===== config.mk =====
export PLATFORM = sky130hd
export DESIGN_NAME = pcpi_serial_bridge
export DESIGN_NICKNAME = d
export VERILOG_FILES = /design/src/rtl/pcpi_bridge_pkg.sv /design/src/rtl/seg_shift_reg.sv /design/src/rtl/pcpi_serial_bridge.sv
export SDC_FILE = /design/constraint.sdc
export NUM_CORES = 1
export LEC_CHECK = 0
export ABC_AREA = 0
export CORE_AREA = 2 2 113 142
export CTS_CLUSTER_DIAMETER = 120
export CTS_CLUSTER_SIZE = 28
export DETAILED_ROUTE_END_ITERATION = 16
export DIE_AREA = 0 0 115 144
export GPL_ROUTABILITY_DRIVEN = 0
export HOLD_SLACK_MARGIN = 0.1
export MAX_ROUTING_LAYER = met4
export PLACE_DENSITY = 0.75
export REMOVE_ABC_BUFFERS = 1
export SLEW_MARGIN = 20
export SYNTH_ARGS = -nofsm -noshare
export SYNTH_HDL_FRONTEND = slang
export SYNTH_SLANG_ARGS = --single-unit
export TNS_END_PERCENT = 50

===== constraint.sdc =====
create_clock -name clk -period 2.95 [get_ports clk]
set_input_delay 0.4425 -clock clk [delete_from_list [all_inputs] [get_ports clk]]
set_output_delay 0.4425 -clock clk [all_outputs]
set_load 0.1 [all_outputs]

===== src/rtl/pcpi_bridge_pkg.sv =====
// pcpi_bridge_pkg: state encoding, default parameters and sizing helper
// shared by the PCPI serial bridge and its slice register.
package pcpi_bridge_pkg;

  typedef enum logic [1:0] {
    LOAD  = 2'd0,
    ISSUE = 2'd1,
    DRAIN = 2'd2
  } bridge_state_e;

  localparam int unsigned DEF_SEG_W       = 4;
  localparam int unsigned DEF_XLEN        = 32;
  localparam int unsigned DEF_TIMEOUT_CYC = 255;

  // Width of an index or counter spanning n items; never below one bit.
  function automatic int unsigned idx_w(input int unsigned n);
    return (n > 1) ? $clog2(n) : 1;
  endfunction

endpackage


===== src/rtl/seg_shift_reg.sv =====
// seg_shift_reg: DEPTH segments of SEG_W bits, written one slice at a time
// (index 0 = least significant slice) or loaded as a whole word.
module seg_shift_reg
  import pcpi_bridge_pkg::*;
#(
  parameter int unsigned SEG_W = DEF_SEG_W,
  parameter int unsigned DEPTH = 8
) (
  input  logic                      clk,
  input  logic                      wr_en_i,
  input  logic [idx_w(DEPTH)-1:0]   wr_idx_i,
  input  logic [SEG_W-1:0]          wr_data_i,
  input  logic                      ld_en_i,
  input  logic [SEG_W*DEPTH-1:0]    ld_data_i,
  output logic [SEG_W*DEPTH-1:0]    data_o
);

  logic [SEG_W*DEPTH-1:0] data_q;

  // Capture a whole word or a single slice.
  // NOTE: this storage has no reset on purpose; it is always fully written
  // before anything downstream looks at it, so resetting it buys nothing.
  // NOTE: flops are written with <= so every register samples pre-edge values.
  always_ff @(posedge clk) begin
    if (ld_en_i) begin
      data_q <= ld_data_i;
    end else if (wr_en_i) begin
      data_q[wr_idx_i*SEG_W +: SEG_W] <= wr_data_i;
    end
  end

  assign data_o = data_q;

endmodule


===== src/rtl/pcpi_serial_bridge.sv =====
// pcpi_serial_bridge: collects insn/rs1/rs2 from a narrow host stream,
// issues one PCPI request, and streams the PCPI result back LSB-first.
// Optional feature: define PCPI_TIMEOUT_EN to abandon a request after
// TIMEOUT_CYC cycles without pcpi_ready and flag it on err.
module pcpi_serial_bridge
  import pcpi_bridge_pkg::*;
#(
  parameter int unsigned SEG_W       = DEF_SEG_W,
  parameter int unsigned XLEN        = DEF_XLEN,
  parameter int unsigned TIMEOUT_CYC = DEF_TIMEOUT_CYC
) (
  input  logic             clk,
  input  logic             rst_n,
  input  logic             in_valid,
  input  logic [SEG_W-1:0] in_data,
  output logic             in_ready,
  output logic             out_valid,
  output logic [SEG_W-1:0] out_data,
  input  logic             out_ready,
  output logic             pcpi_valid,
  output logic [XLEN-1:0]  pcpi_insn,
  output logic [XLEN-1:0]  pcpi_rs1,
  output logic [XLEN-1:0]  pcpi_rs2,
  input  logic             pcpi_ready,
  input  logic             pcpi_wr,
  input  logic [XLEN-1:0]  pcpi_rd,
  output logic             done,
  output logic             err
);

  localparam int unsigned LOAD_BEATS  = 3 * XLEN / SEG_W;
  localparam int unsigned DRAIN_BEATS = XLEN / SEG_W;
  localparam int unsigned CNT_W       = idx_w(LOAD_BEATS);
  localparam logic [CNT_W-1:0] LOAD_LAST  = CNT_W'(LOAD_BEATS - 1);
  localparam logic [CNT_W-1:0] DRAIN_LAST = CNT_W'(DRAIN_BEATS - 1);

  // Segments must tile the word exactly and a zero timeout is meaningless.
  if (((XLEN % SEG_W) != 0) || (TIMEOUT_CYC == 0)) begin : g_bad_cfg
    $error("pcpi_serial_bridge: XLEN must be a multiple of SEG_W and TIMEOUT_CYC nonzero");
  end

  bridge_state_e      state_q, state_d;
  logic [CNT_W-1:0]   cnt_q, cnt_d;
  logic               done_q, done_d;
  logic               load_we, res_ld, tmo_hit;
  logic [3*XLEN-1:0]  opnd;
  logic [XLEN-1:0]    res;

  // Operand buffer: insn in the low word, then rs1, then rs2.
  seg_shift_reg #(.SEG_W(SEG_W), .DEPTH(LOAD_BEATS)) u_load (
    .clk       (clk),
    .wr_en_i   (load_we),
    .wr_idx_i  (cnt_q),
    .wr_data_i (in_data),
    .ld_en_i   (1'b0),
    .ld_data_i ('0),
    .data_o    (opnd)
  );

  // Result buffer: captured whole from pcpi_rd, read back slice by slice.
  seg_shift_reg #(.SEG_W(SEG_W), .DEPTH(DRAIN_BEATS)) u_drain (
    .clk       (clk),
    .wr_en_i   (1'b0),
    .wr_idx_i  ('0),
    .wr_data_i ('0),
    .ld_en_i   (res_ld),
    .ld_data_i (pcpi_rd),
    .data_o    (res)
  );

  assign pcpi_insn = opnd[XLEN-1:0];
  assign pcpi_rs1  = opnd[2*XLEN-1:XLEN];
  assign pcpi_rs2  = opnd[3*XLEN-1:2*XLEN];
  assign out_data  = res[cnt_q*SEG_W +: SEG_W];
  assign done      = done_q;

`ifdef PCPI_TIMEOUT_EN
  localparam int unsigned TMO_W = idx_w(TIMEOUT_CYC);
  localparam logic [TMO_W-1:0] TMO_LAST = TMO_W'(TIMEOUT_CYC - 1);

  logic [TMO_W-1:0] tmo_q, tmo_d;
  logic             err_q, err_d;

  // The request expires on its TIMEOUT_CYC-th cycle unless pcpi_ready arrives.
  assign tmo_hit = (state_q == ISSUE) && !pcpi_ready && (tmo_q == TMO_LAST);

  // Count waiting cycles; err is set on expiry and cleared by the next load.
  always_comb begin
    tmo_d = '0;
    if ((state_q == ISSUE) && !pcpi_ready && !tmo_hit) begin
      tmo_d = tmo_q + 1'b1;
    end
    err_d = err_q;
    if (tmo_hit) begin
      err_d = 1'b1;
    end else if (in_valid && in_ready) begin
      err_d = 1'b0;
    end
  end

  // Timeout counter and sticky error flag.
  always_ff @(posedge clk) begin
    if (!rst_n) begin
      tmo_q <= '0;
      err_q <= 1'b0;
    end else begin
      tmo_q <= tmo_d;
      err_q <= err_d;
    end
  end

  assign err = err_q;
`else
  assign tmo_hit = 1'b0;
  assign err     = 1'b0;
`endif

  // State, shared beat counter and completion pulse.
  always_ff @(posedge clk) begin
    if (!rst_n) begin
      state_q <= LOAD;
      cnt_q   <= '0;
      done_q  <= 1'b0;
    end else begin
      state_q <= state_d;
      cnt_q   <= cnt_d;
      done_q  <= done_d;
    end
  end

  // Next state, handshake outputs and buffer write strobes.
  always_comb begin
    // NOTE: every signal driven here gets a default first, so no path can
    // fall through and leave a latch behind.
    state_d    = state_q;
    cnt_d      = cnt_q;
    done_d     = 1'b0;
    load_we    = 1'b0;
    res_ld     = 1'b0;
    in_ready   = 1'b0;
    out_valid  = 1'b0;
    pcpi_valid = 1'b0;
    unique case (state_q)
      LOAD: begin
        in_ready = 1'b1;
        if (in_valid) begin
          load_we = 1'b1;
          if (cnt_q == LOAD_LAST) begin
            cnt_d   = '0;
            state_d = ISSUE;
          end else begin
            cnt_d = cnt_q + 1'b1;
          end
        end
      end
      ISSUE: begin
        pcpi_valid = 1'b1;
        if (pcpi_ready) begin
          if (pcpi_wr) begin
            res_ld  = 1'b1;
            state_d = DRAIN;
          end else begin
            done_d  = 1'b1;
            state_d = LOAD;
          end
        end else if (tmo_hit) begin
          done_d  = 1'b1;
          state_d = LOAD;
        end
      end
      DRAIN: begin
        out_valid = 1'b1;
        if (out_ready) begin
          if (cnt_q == DRAIN_LAST) begin
            cnt_d   = '0;
            done_d  = 1'b1;
            state_d = LOAD;
          end else begin
            cnt_d = cnt_q + 1'b1;
          end
        end
      end
      default: state_d = LOAD;
    endcase
  end

endmodule


==> results of run 1 <==
==> area by class of cell <==
cell class | count | area (um^2)
Tap cell | 185 | 231
Clock buffer | 19 | 433
Inverter | 7 | 26.3
Timing Repair Buffer | 152 | 1310
Fill cell | 1314 | 7680
Sequential cell | 136 | 4000
Clock inverter | 13 | 131
Multi-Input combinational cell | 255 | 1500
==> critical path: cells and delay by family, from the launching register on <==
family        cells  cell delay, ns
flops             1            0.32
buf+inv           1            0.09
simple gates      4            1.08
fa+ha+maj         2            0.65
==> through the flow <==
step	hold slack, ns	TNS, ns
3_5_place_dp	0.507	0
2_1_floorplan	0.451	-31.15
4_1_cts	0.516	0
6_report	0.515	0
5_1_grt	0.550	0
3_3_place_gp	0.462	0
==> cell usage in the layout (no fill, tap or decap), drive strengths merged, types with 3 or more instances in the layout <==
cell type        n
ha               9
nand3           16
nor3             8
mux4             8
and3             4
dfxtp            8
nand2           26
clkdlybuf4s50   41
clkinv           7
nand4           10
buf            111
nor2           126
mux2i            8
clkbuf          19
clkinvlp         4
edfxtp         128
xor2             3
nor2b            5
and2             3
nand2b           4
inv              7
==> power by group <==
| group | switching, mW | internal [mW] |
|---|---|---|
| Clock | 0.761 | 1.23 |
| Combinational | 0.221 | 0.122 |
| Sequential | 0.00406 | 2.10 |
==> kinds of logic (layout without fill, tap and decap cells) <==
| family | after synthesis | in the layout | synth area share (%) |
|---|---|---|---|
| other cells | 1 | 1 | 0.0658 |
| simple gates | 209 | 209 | 16.5 |
| flops | 136 | 136 | 70.2 |
| fa+ha+maj | 9 | 9 | 1.98 |
| buf+inv | 34 | 191 | 3.45 |
| xor+xnor | 5 | 5 | 0.900 |
| mux | 16 | 16 | 4.56 |
| compound gates | 15 | 15 | 2.35 |
==> metal layers <==
metal | part of all wire (%) | GRT usage [%]
met5 | 0 | -
met4 | 1.3 | 4.88
met3 | 7.7 | 5.20
met2 | 52 | 27.0
met1 | 39 | 18.5
==> sequential cells by signal, indices dropped and copies added (netlist names) <==
signal / cells
u_load.data_o: 96
u_drain.data_o: 32
cnt_q: 5
done: 1
state_q: 2
==> worst max path at each step <==
stage	from	to	cells after the start
2_1_floorplan	cnt_q[0]	u_load.data_o[64]	7
3_3_place_gp	cnt_q[0]	u_load.data_o[41]	8
3_5_place_dp	cnt_q[0]	u_load.data_o[67]	7
4_1_cts	cnt_q[0]	out_data[3]	5
5_1_grt	cnt_q[0]	u_load.data_o[36]	8
6_report	cnt_q[0]	u_load.data_o[65]	7
==> flow_summary.toml, run 1 <==
[outcome]
status = "completed"

[finish]
diodes = 0
instances_no_fill = 767
final_area_um2 = 7630
final_util_pct = 49.8
area_growth_pct = 33.9
drive_above_1_share_pct = 26.8
finalNetCount = 620

[sta]
max_slew_margin_pct = 61.8
post-route-period-util_pct = 85.5
finalSetupViolCount = 0
fin_crit_ns = 2.52
clock_skew_ns = 0.00510
slew_violations = 0
hold_violations = 0
layout_setup_ws_ns = 0.428
tightest_slew_ns = 0.571
timing.fmax_ghz = 0.397
rsz0062_at_grt = "false"

[worst_setup_path]
crit_slowest_cell = "nor3_1"
cp_cell_sequence = "inv_1 -> ha_1 -> nand2b_1 -> nor2_1 -> ha_1 -> nand2_1 -> nor3_1"
reg2reg_depth = 7
cp_max_fo = 11
arrival_ns = 2.57
slowest_delay_ns = 0.54
crit_top_cell = "ha_1"
start_kind = "flop"
setup.worst_path.end_class = "flop"
rr_endpoint = "u_load.data_o[65]"
regToRegStartpoint = "cnt_q[0]"
crit_required_ns = 3.00
worstSetupPathType = "reg2reg"
r2r_slack_ns = 0.43

[place]
pre_cts_ws_ns = 0.448
placed_cell_area_um2 = 7070
io_buffers = 145
post-place-cells = 735
place_hpwl_um = 9580

[die]
core_um2 = 15300
die_width_um = 115
start_util_pct = 37.2
num_io_pins = 147
fp.dieH_um = 144
fp-row-count = 51
die_area_um2 = 16600

[min_path]
min_from = "state_q[1]"
hold_class = "reg2reg"
hold_end = "state_q[1]"
worst_hold_path.num_cells = 2

[yosys]
yosysSeqAreaShare_pct = 70.2
synth_edf_count = 128
synth_area_um2 = 5700
synth_cell_type_count = 45
synth_commonest_cells = "edfxtp_1, nor2_1, nand2_1"
ys_seq_elements = 136
synth_top_area_share_pct = 67.4
yosys.area.top_type = "edfxtp_1"
avgSynthCellArea_um2 = 13.4
yosysWarnings = 0
yosysMostFrequentCell = "edfxtp_1"
synthTopCellsByArea = "edfxtp_1, nor2_1, mux4_2"
ys_async_sr_fraction_pct = 0
synth_ff_type = "edfxtp_1"
syn_inst = 425

[routing]
dr.pass1.iters = 5
drt_iter0_markers = 258
drt_wl_total_um = 12800
drc = 0
routedWlPerCell_um = 16.6
routed_via_density = 4.97
dr_total_vias = 3814
ant_nets = 0

[pwr]
finalPower_mw = 4.44
ir_drop_uv = 344
p_leak_nw = 2.56
power_density_nw_per_um2 = 582

[cts]
cts_sinks = 136
clk_pin_slew_ns = 0.06
cts_max_level = 4
cts_buffers = 17
cts-resized-gates = 0
cts_tree = "yes"
cts_root_buffer = "clkbuf_16"
clock_path_buffers = 2
holdBufCountCts = 0
cts_setup_buffers = 0
worstSkewPairLatency_ns = 0.41

[global_routing]
grt_use_total_pct = 16.1
grt_pass1_vias = 3846
overflow = 0
grt_pass1_wl_um = 19500
grt_max_degree = 36
antenna_found_initial = 0

[flow_run]
cap_violations = 0
Note: power is estimated with default switching activity, not from simulation.
==> run 2: changes to the inputs <==
--- a/config.mk
+++ b/config.mk
@@ -14,7 +14,6 @@
 export GPL_ROUTABILITY_DRIVEN = 0
 export HOLD_SLACK_MARGIN = 0.1
 export MAX_ROUTING_LAYER = met4
-export PLACE_DENSITY = 0.75
 export REMOVE_ABC_BUFFERS = 1
 export SLEW_MARGIN = 20
 export SYNTH_ARGS = -nofsm -noshare
==> constraint.sdc (replaced) <==
create_clock -name clk -period 2.6 [get_ports clk]
set_input_delay 0.39 -clock clk [delete_from_list [all_inputs] [get_ports clk]]
set_output_delay 0.39 -clock clk [all_outputs]
set_load 0.1 [all_outputs]
==> run 2 against run 1 <==
Compared with the run above: power up 13%; final area up 0.39%; sequential share of layout area down 0.21 points; largest cell class unchanged; via count down 0.29%.
==> flow_summary.toml, run 2 (synthesis gave the netlist of run 1 again) <==
[outcome]
status = "completed"

[worst_setup_path]
setup.worst_path.end_class = "output port"
reg2reg_depth = 5
crit_required_ns = 2.21
r2r_slack_ns = 0.37
crit_path_start = "cnt_q[0]"
slowest_delay_ns = 0.56
start_kind = "flop"
crit_slowest_cell = "mux4_2"
cp_cell_sequence = "buf_4 -> mux4_2 -> mux2i_1 -> nor2_1 -> buf_12"
arrival_ns = 2.05
crit_end = "out_data[2]"
worstSetupPathType = "reg2out"
rr_endpoint = "u_load.data_o[66]"
cp_max_fo = 22
regToRegStartpoint = "cnt_q[0]"

[die]
die_area_um2 = 16600
start_util_pct = 37.2
core_um2 = 15300
num_io_pins = 147
fp-row-count = 51
fp.dieH_um = 144
die_width_um = 115

[min_path]
hold_class = "reg2reg"

[sta]
timing.fmax_ghz = 0.410
clock_skew_ns = 0.00762
finalSetupViolCount = 0
rsz0062_at_grt = "false"
fin_crit_ns = 2.44
tightest_slew_ns = 0.582
hold_violations = 0
slew_violations = 0
max_slew_margin_pct = 61.1
post-route-period-util_pct = 93.9

[routing]
drt_iter0_markers = 273
drt_wl_total_um = 12900
ant_nets = 0
routedWlPerCell_um = 16.7
dr.pass1.iters = 4
drc = 0
dr_total_vias = 3803
routed_via_density = 4.93

[pwr]
internal-power_mw = 3.78
swShare_pct = 24.9
pwr-share-seq_pct = 47.3
p_clk_share_pct = 44.7
ir_drop_uv = 386
finalPower_mw = 5.03
power_density_nw_per_um2 = 657
p_comb_share_pct = 8.0
p_leak_nw = 2.57
switchingPower_mw = 1.25

[global_routing]
grt_pass1_wl_um = 20000
grt_pass1_vias = 3933
grt_use_total_pct = 16.5
antenna_found_initial = 0
overflow = 0
grt_max_degree = 36

[cts]
cts_setup_buffers = 0
cts_max_level = 4
cts_tree = "yes"
cts-resized-gates = 0
clock_path_buffers = 2
holdBufCountCts = 0
clk_pin_slew_ns = 0.06
cts_sinks = 136
cts_root_buffer = "clkbuf_16"
worstSkewPairLatency_ns = 0.42
cts_buffers = 17

[finish]
final_cell_mix = "edfxtp_1, nor2_1, buf_4"
final_util_pct = 50.0
final_area_um2 = 7660
drive_above_1_share_pct = 27.9
layout_commonest_cell = "edfxtp_1"
finalNetCount = 625
diodes = 0
area_growth_pct = 34.4
largest_reg_flops = 96

[place]
place_hpwl_um = 9620
io_buffers = 145
placed_cell_area_um2 = 7110

[flow_run]
cap_violations = 0
[run 2: cell types whose count changed in the layout (fill, tap and decap cells not counted)]
cell,delta
buf_4,+5
bufinv_16,-2
clkbuf_1,-2
clkinv_1,-1
clkinv_2,-4
inv_6,+7
inv_8,+2
[run 2: worst min path at each step]
stage	startpoint	end	slack, ns	cells after the start
2_1_floorplan	state_q[1]	state_q[1]	0.45	2
3_3_place_gp	state_q[1]	state_q[1]	0.47	2
3_5_place_dp	state_q[1]	state_q[1]	0.48	2
4_1_cts	state_q[1]	state_q[1]	0.49	2
5_1_grt	pcpi_rd[25]	u_drain.data_o[25]	0.51	1
6_report	state_q[1]	state_q[1]	0.49	2
[run 2: layout make-up]
class	count	area [um^2]
repair buffers	157	1340
flip-flops and latches	136	4000
fillers	1341	7650
well taps	185	231
inverters	7	26.3
clock inverters	15	131
clock buffers	17	425
multi-input cells	255	1500
[run 2: per-stage QoR]
step	worst slack [ns]	instances	hold slack [ns]	setup TNS (ns)
finish	0.159	772	0.488	0
global route	0.00956	772	0.509	0
CTS	0.116	772	0.487	0
detailed placement	0.361	740	0.479	0
global placement	0.401	740	0.469	0
floorplan	-0.822	398	0.451	-94.56
[run 2: worst max-delay path, delay by kind of cell, from the launching register on]
kind                   cells  cell delay (ns)
buffers and inverters      2             0.51
AND/OR/NAND/NOR            1             0.10
multiplexers               2             0.70
flip-flops                 1             0.32
[run 2: power by group through the flow]
stage	Sequential [mW]	Clock (mW)	Combinational (mW)
2_1_floorplan	2.49	0	0.171
3_3_place_gp	2.43	0	0.400
3_5_place_dp	2.43	0	0.404
4_1_cts	2.38	2.29	0.404
5_1_grt	2.38	2.40	0.431
6_report	2.38	2.25	0.402
[run 2: metal layers]
layer  GRT usage, %  vias to the layer above  share of wire (%)
met2           28.3                      177                 52
met1           18.5                     1801                 39
met5              -                        -                  0
met3           4.78                       10                7.7
met4           5.58                        0               0.77
li1               -                     1815                  -
